`config.mk`:
```
export PLATFORM = sky130hd
export DESIGN_NAME = minterm_scan_ctrl
export DESIGN_NICKNAME = d
export VERILOG_FILES = /design/src/rtl/minterm_scan_ctrl.sv
export SDC_FILE = /design/constraint.sdc
export NUM_CORES = 1
export LEC_CHECK = 0
export ABC_AREA = 1
export CAP_MARGIN = 10
export CORE_AREA = 2 2 62 93
export DETAILED_ROUTE_END_ITERATION = 8
export DIE_AREA = 0 0 64 95
export HOLD_SLACK_MARGIN = 0.15
export PLACE_DENSITY_LB_ADDON = 0.1
export REMOVE_ABC_BUFFERS = 1
export SYNTH_ARGS = -nofsm -noshare
export SYNTH_HDL_FRONTEND = slang
export SYNTH_SLANG_ARGS = --single-unit
```
`constraint.sdc`:
```
create_clock -name clk -period 2.5 [get_ports clk]
set_clock_uncertainty 0.15 [all_clocks]
set_input_delay 0.25 -clock clk [delete_from_list [all_inputs] [get_ports clk]]
set_output_delay 0.25 -clock clk [all_outputs]
set_load 0.1 [all_outputs]
```
`src/rtl/minterm_scan_ctrl.sv`:
```
// Minterm scan controller: walks a 4-input decoder tree through all 16 minterms,
// samples F for each one into a truth table and compares it with an expected table.
// The expected/captured tables are exposed as expect_i / table_o because "expect"
// and "table" are reserved words in SystemVerilog.
module minterm_scan_ctrl #(
  parameter int unsigned SETTLE = 1  // extra wait cycles (0..15) between drive and sample
) (
  input  logic        clk,
  input  logic        rst_n,
  input  logic        start,
  input  logic        abort,
  input  logic [15:0] expect_i,
  input  logic        F,
  output logic        A,
  output logic        B,
  output logic        C,
  output logic        D,
  output logic        EN,
  output logic        busy,
  output logic        done,
  output logic [15:0] table_o,
  output logic        mismatch,
  output logic [3:0]  err_idx
);

  typedef enum logic [2:0] {StIdle, StDrive, StSettle, StSample, StDone} state_e;

  localparam bit         HasSettle  = (SETTLE > 0);
  localparam logic [3:0] SettleLast = HasSettle ? 4'(SETTLE - 1) : 4'd0;

  state_e      state_q, state_d;
  logic [3:0]  idx_q, idx_d;
  logic [3:0]  cnt_q, cnt_d;
  logic [15:0] exp_q, exp_d;
  logic [15:0] tbl_q, tbl_d;
  logic        mis_q, mis_d;
  logic [3:0]  err_q, err_d;
  logic [15:0] diff;
  logic        scan;

  // Lowest set bit position of v, 0 when v is zero.
  function automatic logic [3:0] lowest_set(input logic [15:0] v);
    logic [3:0] r;
    r = 4'd0;
    for (int i = 15; i >= 0; i--) begin
      if (v[i]) r = 4'(i);
    end
    return r;
  endfunction

  // State and datapath registers.
  always_ff @(posedge clk or negedge rst_n) begin
    if (!rst_n) begin
      state_q <= StIdle;
      idx_q   <= 4'd0;
      cnt_q   <= 4'd0;
      exp_q   <= 16'd0;
      tbl_q   <= 16'd0;
      mis_q   <= 1'b0;
      err_q   <= 4'd0;
    end else begin
      state_q <= state_d;
      idx_q   <= idx_d;
      cnt_q   <= cnt_d;
      exp_q   <= exp_d;
      tbl_q   <= tbl_d;
      mis_q   <= mis_d;
      err_q   <= err_d;
    end
  end

  // Next-state logic: sequencing, table capture and final compare.
  always_comb begin
    state_d = state_q;
    idx_d   = idx_q;
    cnt_d   = cnt_q;
    exp_d   = exp_q;
    tbl_d   = tbl_q;
    mis_d   = mis_q;
    err_d   = err_q;
    diff    = 16'd0;

    unique case (state_q)
      StIdle: begin
        if (start) begin
          state_d = StDrive;
          exp_d   = expect_i;
          tbl_d   = 16'd0;
          mis_d   = 1'b0;
          err_d   = 4'd0;
          idx_d   = 4'd0;
          cnt_d   = 4'd0;
        end
      end
      StDrive: begin
        if (abort) begin
          state_d = StIdle;
          mis_d   = 1'b0;
          err_d   = 4'd0;
          cnt_d   = 4'd0;
        end else begin
          cnt_d   = 4'd0;
          state_d = HasSettle ? StSettle : StSample;
        end
      end
      StSettle: begin
        if (abort) begin
          state_d = StIdle;
          mis_d   = 1'b0;
          err_d   = 4'd0;
          cnt_d   = 4'd0;
        end else if (cnt_q == SettleLast) begin
          state_d = StSample;
        end else begin
          cnt_d = cnt_q + 4'd1;
        end
      end
      StSample: begin
        if (abort) begin
          // Abort wins over the sample: this minterm is not written.
          state_d = StIdle;
          mis_d   = 1'b0;
          err_d   = 4'd0;
          cnt_d   = 4'd0;
        end else begin
          tbl_d[idx_q] = F;
          if (idx_q == 4'd15) begin
            // Compare includes the bit being written this cycle.
            diff    = tbl_d ^ exp_q;
            state_d = StDone;
            mis_d   = |diff;
            err_d   = lowest_set(diff);
          end else begin
            idx_d   = idx_q + 4'd1;
            state_d = StDrive;
          end
        end
      end
      StDone: begin
        state_d = StIdle;
      end
      default: begin
        state_d = StIdle;
      end
    endcase
  end

  // Outputs decoded from state; minterm select is parked at 0 when not scanning.
  always_comb begin
    scan         = (state_q == StDrive) || (state_q == StSettle) || (state_q == StSample);
    busy         = scan;
    EN           = ~scan;
    done         = (state_q == StDone);
    {A, B, C, D} = scan ? idx_q : 4'd0;
    table_o      = tbl_q;
    mismatch     = mis_q;
    err_idx      = err_q;
  end

endmodule
```
Word level (Yosys, flattened, before mapping)
Cells that the tools add are included.
{"block": "totals", "regBits": 48, "input_bits": 21, "word_cells": 88}
{"block": "op_classes", "n_mux": 46, "eq_ne": 13, "n_reduce_logical": 16, "n_lt_le_gt_ge": 2, "addsub": 2, "n_bitwise": 2}
{"cell": "$mux 4", "count": 25}
{"cell": "$mux 16", "count": 2}
{"cell": "$pmux 16 s2", "count": 1}
{"cell": "$bwmux 16", "count": 1}
{"cell": "$pmux 4 s4", "count": 1}
{"cell": "$reduce_or 16->1", "count": 1}
{"cell": "$xor 16x16->16", "count": 1}
{"cell": "$mux 3", "count": 5}
{"cell": "$pmux 3 s4", "count": 1}
{"cell": "$pmux 4 s3", "count": 1}
{"cell": "$reduce_and 4->1", "count": 3}
{"cell": "$ne 3x3->1 const B", "count": 3}
{"cell": "$add 4x1->4 const B", "count": 2}
{"cell": "$ne 2x2->1 const B", "count": 4}
{"cell": "$pmux 4 s2", "count": 1}
{"cell": "$eq 3x2->1 const B", "count": 2}
{"cell": "$lt 4x5->1 const B", "count": 1}
{"cell": "$mux 1", "count": 5}
{"cell": "$demux 1 s4", "count": 1}
{"cell": "$eq 4x4->1 const B", "count": 1}
{"cell": "$ge 4x1->1 const B", "count": 1}
{"cell": "$logic_not 4->1", "count": 1}
{"cell": "$reduce_and 2->1", "count": 2}
{"cell": "$reduce_bool 4->1", "count": 1}
{"cell": "13 further kinds", "count": 14}

Longest topological paths before layout
{"block": "logic_depth", "ltp_word": 25, "ltp_mapped": 22, "mapped_depth_nobuf": 22}

Worst setup path after synthesis
No wires, ideal clock.
{"block": "synth_path", "path_kind": "flip-flop to output port", "startpoint": "register state_q[2]", "endpoint": "output port A", "setup_slack_ns": -2.165, "required_time_ns": 2.100, "arrival_ns": 4.265, "path_stages_with_launch": 4, "cell_sequence": "dfrtp_1 -> nor2_1 -> inv_1 -> nor2_1"}
{"block": "synth_via", "elab_chain_cells": 4, "elab_cells_between_ends": 6, "cone_classes": "eq/ne (3); mux (1); reduce/logical (2)"}
{"element": "start, declared", "line": "31", "rtl": "state_e state_q, state_d;"}
{"element": "start signal, assigned", "line": "54", "rtl": "state_q <= StIdle;"}
{"element": "start signal, assigned", "line": "62", "rtl": "state_q <= state_d;"}
{"element": "$eq 3x1->1 / $eq 3x2->1 (equally long branches)", "line": "150", "rtl": "scan = (state_q == StDrive) || (state_q == StSettle) || (state_q == StSample);"}
{"element": "$logic_or 1x1->1", "line": "150"}
{"element": "$logic_or 1x1->1 *", "line": "150"}
{"element": "named net busy", "line": "19", "rtl": "output logic busy,"}
{"element": "$mux 4 *", "line": "154", "rtl": "{A, B, C, D} = scan ? idx_q : 4'd0;"}
{"element": "end, declared", "line": "14", "rtl": "output logic A,"}
The timed path passes the listed nets; every way through them passes the cells marked *.

Worst setup path after layout
{"block": "layout_path", "startpoint": "register idx_q[0]", "endpoint": "register err_q[3], in the netlist err_idx[3]"}
{"block": "layout_via", "elab_chain_cells": 25, "elab_cells_between_ends": 29, "cone_classes": "order compare (2); eq/ne (2); mux (22); bitwise (1); reduce/logical (2)"}
{"element": "start, declared", "line": "32", "rtl": "logic [3:0] idx_q, idx_d;"}
{"element": "start signal, assigned", "line": "63", "rtl": "idx_q <= idx_d;"}
{"element": "$lt 4x5->1 (implied by the code) / $ge 4x1->1 (equally long branches)", "line": "126", "rtl": "tbl_d[idx_q] = F;"}
{"element": "$logic_and 1x1->1 (implied by the code)", "line": "126"}
{"element": "$mux 1 (implied by the code)", "line": "126"}
{"element": "$demux 1 s4", "line": "126"}
{"element": "$bwmux 16", "line": "126"}
{"element": "$xor 16x16->16", "line": "129", "rtl": "diff = tbl_d ^ exp_q;"}
{"element": "$mux 4 (16 in a row)", "line": "46", "rtl": "if (v[i]) r = 4'(i);"}
{"element": "$mux 4", "line": "127", "rtl": "if (idx_q == 4'd15) begin"}
{"element": "$mux 4", "line": "119", "rtl": "if (abort) begin"}
{"element": "$pmux 4 s3", "line": "83", "rtl": "unique case (state_q)"}
{"element": "end signal, assigned", "line": "68", "rtl": "err_q <= err_d;"}
{"element": "end, declared", "line": "37", "rtl": "logic [3:0] err_q, err_d;"}
Several ways; a longest one is shown, not always the timed one. The select of a mux whose other input is x is not followed.
A chain may end at the register's enable or synchronous reset.

==> impl_metrics.csv <==
group,metric,value,unit
status,status,"completed",
timing,finalCritPeriodShare,0.915,
critical_path,crit_buf_inv,2,
timing,max_clock_freq,437,MHz
logic_synthesis,synth_warnings,0,
logic_synthesis,netlist_area,2680,sq um
route,post_drt_wl_per_cell,13.8,um
logic_synthesis,async_reset_ff_frac,1.00,
power,p_per_area,952,nW/um^2
global_routing,grt_pass1_vias,2415,
global_routing,track_usage,0.240,
clock_network,clkTransAtPathRegs,0.08,ns
timing,post-route-min-period,2.29,ns
logic_synthesis,dominantRegCellSynth,"dfrtp_1",
global_routing,grt_max_degree,22,
die,die-area,6080,sq um
critical_path,criticalPathCategory,"reg2reg",
route,avgViaCountPerCell,5.11,
placed_design,place.gp.congestion,0.934,
logic_synthesis,synth.ff_latch_count,48,
global_routing,grt_antenna_before_repair,0,
final_layout,drive_gt1_frac,0.157,
final_layout,mostFrequentLayoutCells,"nand2_1 (102), inv_1 (56), dfrtp_1 (47), buf_4 (38), nor2_1 (30)",
die,rows,33,
critical_path,critPathRequiredTime,2.54,ns
timing,hold_violations,0,
logic_synthesis,synth_edf_count,0,
timing,rsz0062_at_grt,"no",
logic_synthesis,synth_seq_area_share,0.448,
route,wl,6780,um
final_layout,final_common_cell,"nand2_1",
logic_synthesis,ys_types,27,
timing,fin_ws,0.213,ns
die,die_y,95,um
timing,finalSetupViolCount,0,
final_layout,finish.net_count,448,
clock_network,root_buffer,"clkbuf_8",
critical_path,critical-path-top-delay-family,"compound AO/OA/AOI/OAI gates",
route,drtAntennaViolNets,0,
final_layout,area_delta_synth_final,25.6,%
critical_path,slowest_stage,"dfrtp_2",
clock_network,cts_tree,"built",
critical_path,critPathMaxFanout,7,
route,num_vias,2509,
placed_design,post-place-ws,0.122,ns
logic_synthesis,avgSynthCellArea,7.41,sq um
critical_path,worstPathCellList,"inv_2 -> ha_2 -> nand3_1 -> o21ai_0 -> xor2_1 -> nor2_1 -> nand2_1 -> inv_1 -> a32o_1",
job,drv_cap,0,
critical_path,critical_path_arrival,2.33,ns
clock_network,clk_latency,0.30,ns
route,drc,0,
timing,tightest_slew,0.479,ns
placed_design,dpl.hpwl,5230,um
global_routing,grt_pass1_wl,11200,um
min_path,hp-class,"in2async",
route,first_pass_iters,4,
critical_path,crit_path_end_kind,"register",
clock_network,clock-sinks,48,
die,io_pins,49,
power,p_leak,1.76,nW
final_layout,fill_cells,500,
die,die_w,64,um
final_layout,final_util,0.633,
clock_network,clock_path_buffers,2,
power,ir_worst_vdd,0.600,mV
clock_network,numCtsBuffers,5,
placed_design,io_buffers,48,
critical_path,max_stage_delay,0.47,ns
critical_path,crit_path_start_kind,"register",
final_layout,diodes,0,
global_routing,overflow,0,
timing,maxSlewHeadroom,0.680,
die,start_util,0.504,
route,first_iter_violations,119,
clock_network,htree_levels,2,
die,core_area,5330,sq um
logic_synthesis,syn_inst,362,
timing,slew_viol_final,0,
[synthesized netlist by cell type, types with 2 or more instances]
| cell type | count | area (sq um) |
|---|---|---|
| o21ai_0 | 27 | 135 |
| o22ai_1 | 5 | 31.3 |
| o21ai_1 | 6 | 30.0 |
| clkbuf_1 | 5 | 18.8 |
| dfrtp_1 | 48 | 1200 |
| nor2_1 | 31 | 116 |
| nand3_1 | 23 | 115 |
| a31oi_1 | 5 | 31.3 |
| buf_6 | 2 | 22.5 |
| nand4_1 | 4 | 25.0 |
| nor3_1 | 5 | 25.0 |
| ha_1 | 6 | 75.1 |
| xor2_1 | 13 | 114 |
| nand2_2 | 2 | 12.5 |
| inv_1 | 58 | 218 |
| inv_2 | 2 | 7.51 |
| a21oi_1 | 8 | 40.0 |
| buf_2 | 2 | 10.0 |
| nand2_1 | 102 | 383 |
[registers in the layout, summed over array words and instances (netlist names)]
signal    flops
cnt_q         4
err_idx       4
exp_q        16
idx_q         4
mismatch      1
state_q       3
table_o      16
[layer usage]
metal	track usage	part of all wire	up-vias
li1	-	-	1255
met1	0.276	0.39	1152
met2	0.424	0.52	83
met3	0.0465	0.050	19
met4	0.118	0.035	0
met5	0	0	-
[metrics by stage]
step	TNS, ns	std cells	instance area (sq um)	hold WS, ns	total power, mW
2_1_floorplan	-11.40	353	2630	-0.196	2.25
3_3_place_gp	0	483	3240	0.0807	2.72
3_5_place_dp	0	483	3240	0.0904	2.75
4_1_cts	0	491	3330	0.298	3.19
5_1_grt	0	491	3370	0.328	3.46
6_report	0	491	3370	0.277	3.21
[timing repair]
action	CTS	global route
hold buffers	1	0
setup endpoints to repair	0	5
endpoints found under the hold margin	19	0
resized for setup	0	12
setup buffers	0	0
[where the power goes]
part / total [mW] / switching (mW) / internal, mW
Sequential: 1.07 / 0.118 / 0.956
Combinational: 1.70 / 1.20 / 0.501
Clock: 0.437 / 0.246 / 0.191
Total: 3.21 / 1.56 / 1.65
[area by class of cell]
type / instances / area (sq um) / area share
Sequential cell: 48 / 1200 / 0.357
Inverter: 60 / 225 / 0.0668
Tap cell: 70 / 87.6 / 0.0260
Multi-Input combinational cell: 245 / 1250 / 0.370
Clock buffer: 6 / 72.6 / 0.0215
Timing Repair Buffer: 61 / 531 / 0.157
Clock inverter: 1 / 5.00 / 0.00149
[final timing paths]
kind,start,to,slack [ns],cells past startpoint
max,idx_q[0]$_DFFE_PN0P_,err_idx[3]$_DFFE_PN0P_,0.21,9
min,rst_n,exp_q[3]$_DFFE_PN0P_,0.28,2
max reg2reg,idx_q[0]$_DFFE_PN0P_,err_idx[3]$_DFFE_PN0P_,0.21,9
min reg2reg,err_idx[2]$_DFFE_PN0P_,err_idx[2]$_DFFE_PN0P_,0.33,2
max in group asynchronous,rst_n,exp_q[7]$_DFFE_PN0P_,1.33,3
min in group clk,err_idx[2]$_DFFE_PN0P_,err_idx[2]$_DFFE_PN0P_,0.33,2
[logic make-up (layout without fill, tap and decap cells)]
| group | Yosys count | after routing | share of synthesized area |
|---|---|---|---|
| simple gates | 172 | 172 | 0.269 |
| buf+inv | 69 | 128 | 0.103 |
| compound gates | 54 | 54 | 0.110 |
| flops | 48 | 48 | 0.448 |
| xor+xnor | 13 | 13 | 0.0424 |
| fa+ha+maj | 6 | 6 | 0.0280 |
Power figures use the tool's default switching activity.
